File: src/rtl/mult_pkg.sv
// Shared definitions for the sequential multiplier: FSM state type and its encoding width.
package mult_pkg;

    localparam int STATE_W = 2;

    typedef enum logic [STATE_W-1:0] {
        ST_IDLE = 2'd0,
        ST_RUN  = 2'd1,
        ST_DONE = 2'd2
    } state_e;

endpackage

File: src/rtl/seq_multiplier.sv
// Shift-add multiplier: WIDTH x WIDTH -> 2*WIDTH over WIDTH+1 cycles, start/done handshake,
// per-operation signed mode handled by sign-magnitude conditioning around an unsigned core.
module seq_multiplier
    import mult_pkg::*;
#(
    parameter int WIDTH = 8
) (
    input  logic               clk,
    input  logic               rst_n,
    input  logic               start,
    input  logic               is_signed,
    input  logic [WIDTH-1:0]   A,
    input  logic [WIDTH-1:0]   B,
    output logic [2*WIDTH-1:0] P,
    output logic               busy,
    output logic               done
);

    localparam int CNT_W = $clog2(WIDTH);

    state_e             state_q, state_d;
    logic [WIDTH-1:0]   mcand_q, mcand_d;
    logic [2*WIDTH-1:0] acc_q, acc_d;
    logic [CNT_W-1:0]   cnt_q, cnt_d;
    logic               neg_q, neg_d;
    logic [2*WIDTH-1:0] p_q, p_d;
    logic               done_q, done_d;

    logic [WIDTH-1:0]   a_mag, b_mag;
    logic [WIDTH:0]     upper_sum;
    logic [2*WIDTH-1:0] acc_step;

    // Magnitude of the most negative value is 2^(WIDTH-1), which still fits unsigned.
    assign a_mag = (is_signed && A[WIDTH-1]) ? -A : A;
    assign b_mag = (is_signed && B[WIDTH-1]) ? -B : B;

    // Lower half of the accumulator carries the shrinking multiplier; its LSB gates the add.
    assign upper_sum = acc_q[0] ? {1'b0, acc_q[2*WIDTH-1:WIDTH]} + {1'b0, mcand_q}
                                : {1'b0, acc_q[2*WIDTH-1:WIDTH]};
    assign acc_step  = {upper_sum, acc_q[WIDTH-1:1]};

    always_comb begin
        state_d = state_q;
        mcand_d = mcand_q;
        acc_d   = acc_q;
        cnt_d   = cnt_q;
        neg_d   = neg_q;
        p_d     = p_q;
        done_d  = 1'b0;
        case (state_q)
            ST_IDLE, ST_DONE: begin
                if (start) begin
                    mcand_d = a_mag;
                    acc_d   = {{WIDTH{1'b0}}, b_mag};
                    cnt_d   = '0;
                    neg_d   = is_signed & (A[WIDTH-1] ^ B[WIDTH-1]);
                    state_d = ST_RUN;
                end else begin
                    state_d = ST_IDLE;
                end
            end
            ST_RUN: begin
                acc_d = acc_step;
                cnt_d = cnt_q + 1'b1;
                // Result lands on the same edge that enters DONE so P is valid while done is high.
                if (cnt_q == CNT_W'(WIDTH - 1)) begin
                    state_d = ST_DONE;
                    p_d     = neg_q ? -acc_step : acc_step;
                    done_d  = 1'b1;
                end
            end
            default: state_d = ST_IDLE;
        endcase
    end

    always_ff @(posedge clk or negedge rst_n) begin
        if (!rst_n) begin
            state_q <= ST_IDLE;
            mcand_q <= '0;
            acc_q   <= '0;
            cnt_q   <= '0;
            neg_q   <= 1'b0;
            p_q     <= '0;
            done_q  <= 1'b0;
        end else begin
            state_q <= state_d;
            mcand_q <= mcand_d;
            acc_q   <= acc_d;
            cnt_q   <= cnt_d;
            neg_q   <= neg_d;
            p_q     <= p_d;
            done_q  <= done_d;
        end
    end

    assign P    = p_q;
    assign busy = (state_q == ST_RUN);
    assign done = done_q;

endmodule

File: config.mk
export PLATFORM = sky130hd
export DESIGN_NAME = seq_multiplier
export DESIGN_NICKNAME = d
export VERILOG_FILES = /design/src/rtl/mult_pkg.sv /design/src/rtl/seq_multiplier.sv
export SDC_FILE = /design/constraint.sdc
export NUM_CORES = 1
export LEC_CHECK = 0
export BUFFER_PORTS_ARGS = -buffer_cell sky130_fd_sc_hd__buf_2
export CELL_PAD_IN_SITES_DETAIL_PLACEMENT = 1
export CELL_PAD_IN_SITES_GLOBAL_PLACEMENT = 1
export CORE_MARGIN = 2
export CORE_UTILIZATION = 35
export CTS_CLUSTER_DIAMETER = 50
export DETAILED_ROUTE_END_ITERATION = 12
export PLACE_DENSITY = 0.76
export SLEW_MARGIN = 20
export SYNTH_ARGS = -nofsm -noshare
export SYNTH_HDL_FRONTEND = slang
export SYNTH_SLANG_ARGS = --single-unit
File: constraint.sdc
create_clock -name clk -period 2.7 [get_ports clk]
set_input_delay 0.54 -clock clk [delete_from_list [all_inputs] [get_ports clk]]
set_output_delay 0.54 -clock clk [all_outputs]
set_load 0.01 [all_outputs]
==> impl_metrics.py <==
metrics = {
    "clock_tree": {
        "cts_max_level": 2,
        "cts_sinks": 47,
        "clock-root-buffer": "clkbuf_8",
        "cts-buffers-inserted": 5,
        "cts_hold_buf": 0,
        "cts_tree": "yes",
        "worstSkewPairLatency_ns": 0.31,
        "clock_path_buffers": 2,
        "clk_pin_slew_worst_paths_ns": 0.10,
    },
    "route": {
        "first_pass_iters": 6,
        "vias_per_cell": 5.29,
        "wl_per_cell_um": 15.8,
        "drt-total-wl_mm": 7.03,
        "vias": 2355,
        "drc_errors": 0,
        "ant_nets": 0,
        "first_iter_violations": 116,
    },
    "synthesis": {
        "syn_avg_cell_area_um2": 9.39,
        "synth_top_area_share_pct": 41.5,
        "synth_cell_type_count": 48,
        "synth_edf_count": 0,
        "synth_fp_nets": 336,
        "synth.largest_area_cell": "dfrtp_1",
        "synth_area_leaders": "dfrtp_1 41%, o21ai_0 6.9%, nand2_1 6.2%",
        "synthArstFlopShare_pct": 100,
        "syn_area_um2": 2840,
        "synth_cells": 302,
        "synth-seq-cells": 47,
        "synth_common_cells": "47 x dfrtp_1, 47 x nand2_1, 39 x o21ai_0",
        "synth_seq_area_share_pct": 41.5,
        "ys_warn_count": 0,
        "synth-main-ff-cell": "dfrtp_1",
    },
    "pwr": {
        "power-per-cell-area_nw_per_um2": 1230,
        "power.leakage_uw": 0.00148,
        "total_power_uw": 4000,
        "ir_worst_vdd_uv": 457,
    },
    "worst_setup_path": {
        "crit_fanout": 3,
        "required_ns": 2.90,
        "path_class": "reg2reg",
        "startpoint_type": "flip-flop",
        "arrival_ns": 2.71,
        "end_kind": "flip-flop",
    },
    "sta": {
        "setup_slack_ns": 0.189,
        "period_minus_slack_ns": 2.51,
        "clock_skew_ns": 0.00968,
        "period_share_pct": 93.0,
        "grt_setup_unrepaired": "false",
        "slew_headroom_pct": 47.8,
        "clock.fmax_mhz": 398,
        "finalHoldViolCount": 0,
        "setup_viol": 0,
        "whs_ns": 0.144,
        "maxSlewViolCount": 0,
        "tns_ns": 0,
        "worst_slew_pin_slew_ns": 0.782,
    },
    "final_layout": {
        "layout-drive-gt1-share_pct": 20.4,
        "fin_nets": 376,
        "syn2layout_area_growth_pct": 14.4,
        "fin_util_pct": 41.5,
        "antenna_cells": 0,
    },
    "floorplanning": {
        "fp.dieArea_um2": 8840,
        "io_pins": 38,
        "chipWidth_um": 94.0,
        "coreArea_um2": 7810,
        "die_h_um": 94.0,
        "initial_core_util_pct": 36.3,
        "num_rows": 32,
    },
    "global_routing": {
        "antenna_found_initial": 0,
        "grt_usage_pct": 17.3,
        "grt_pass1_wl_mm": 12.1,
        "gr-total-overflow": 0,
        "grt_pass1_vias": 2429,
        "grt_start_max_net_pins": 35,
    },
    "placement": {
        "dp_hpwl_mm": 5.56,
        "pre_cts_ws_ns": 0.0778,
        "portBuffers": 37,
        "gp_congestion": 0.807,
    },
    "flow_run": {
        "max_cap_violations": 0,
    },
    "outcome": {
        "outcome": "completed",
    },
    "hold_path": {
        "worstHoldPathType": "in2async",
    },
}
[kinds of logic (layout without fill, tap and decap cells)]
family	count (synthesis)	count (layout)	synth area share, %
and+or+nand+nor	95	95	17.3
AOI/OAI and AO/OA	87	87	19.6
buffers and inverters	24	65	3.97
DFF	47	47	41.5
adders and majority gates	14	14	6.44
muxes	8	8	2.91
xor gates and xnor gates	27	27	8.34
[sequential cells by signal (all words and copies together) (netlist names)]
signal	count
P	16
acc_q	16
mcand_q	8
cnt_q	3
state_q	2
done	1
neg_q	1
[stage by stage]
stage | std cells | cell area [µm²]
6_report | 445 | 3240
2_1_floorplan | 302 | 2840
4_1_cts | 444 | 3230
5_1_grt | 445 | 3240
3_3_place_gp | 436 | 3130
3_5_place_dp | 436 | 3130
[cells in the final DEF, fill, tap and decap left out, types with 3 or more instances in the layout]
cell,netlist,routed
a22o_1,4,4
buf_2,0,37
o21ai_0,39,39
nand3_1,7,7
nand2b_1,4,4
nor2b_1,3,3
ha_1,13,13
xor2_1,14,14
buf_4,2,8
clkbuf_8,0,6
nor3_1,6,6
xnor2_1,13,13
o21ai_1,6,6
inv_1,12,12
nor2_1,12,12
a22oi_1,6,6
a21oi_1,9,9
o31ai_1,6,6
nand2_1,47,47
mux2i_1,6,6
or3_1,3,3
dfrtp_1,47,47
[report_power, final]
group	total, µW	switching (µW)	internal, µW
clock network	464	254	210
logic	2200	1270	927
registers	1340	304	1030
[layer usage]
metal | wire length, µm | track usage (%) | vias up
met2 | 3380 | 28.8 | 38
li1 | - | - | 1151
met3 | 197 | 2.49 | 8
met4 | 87 | 4.47 | 0
met1 | 3360 | 23.6 | 1158
met5 | 0 | 0 | -
[path summary, 6_finish.rpt]
check / slack [ns] / startpoint / endpoint / cells past startpoint
hold / removal: 0.14 / rst_n / done / 1
min in group clk: 0.48 / P[3] / P[3] / 2
setup reg to reg: 0.19 / mcand_q[0] / P[15] / 9
hold reg to reg: 0.48 / P[3] / P[3] / 2
max in group asynchronous: 1.81 / rst_n / mcand_q[5] / 2
setup / recovery: 0.19 / mcand_q[0] / P[15] / 9
[critical path, cell delays in order, from the launching register on]
cell and delay [ns]:
dfrtp_1 0.40, ha_1 0.24, fa_2 0.39, a211oi_2 0.20
o21ai_1 0.11, xor2_1 0.17, mux2_2 0.29, o41ai_2 0.35
xor2_1 0.17, o21ai_1 0.07
[final cells by class]
| cell class | instances | area (µm²) |
|---|---|---|
| fillers | 942 | 4560 |
| flip-flops and latches | 47 | 1180 |
| clock buffers | 7 | 86.3 |
| multi-input cells | 231 | 1550 |
| well taps | 102 | 128 |
| inverters | 12 | 45.0 |
| clock inverters | 1 | 8.76 |
| repair buffers | 45 | 245 |
[repair_timing]
item | 4_1_cts | 5_1_grt
setup endpoints to repair | 0 | 2
resized for setup | 0 | 2
setup buffers | 0 | 1
Note: power is estimated with default switching activity, not from simulation.
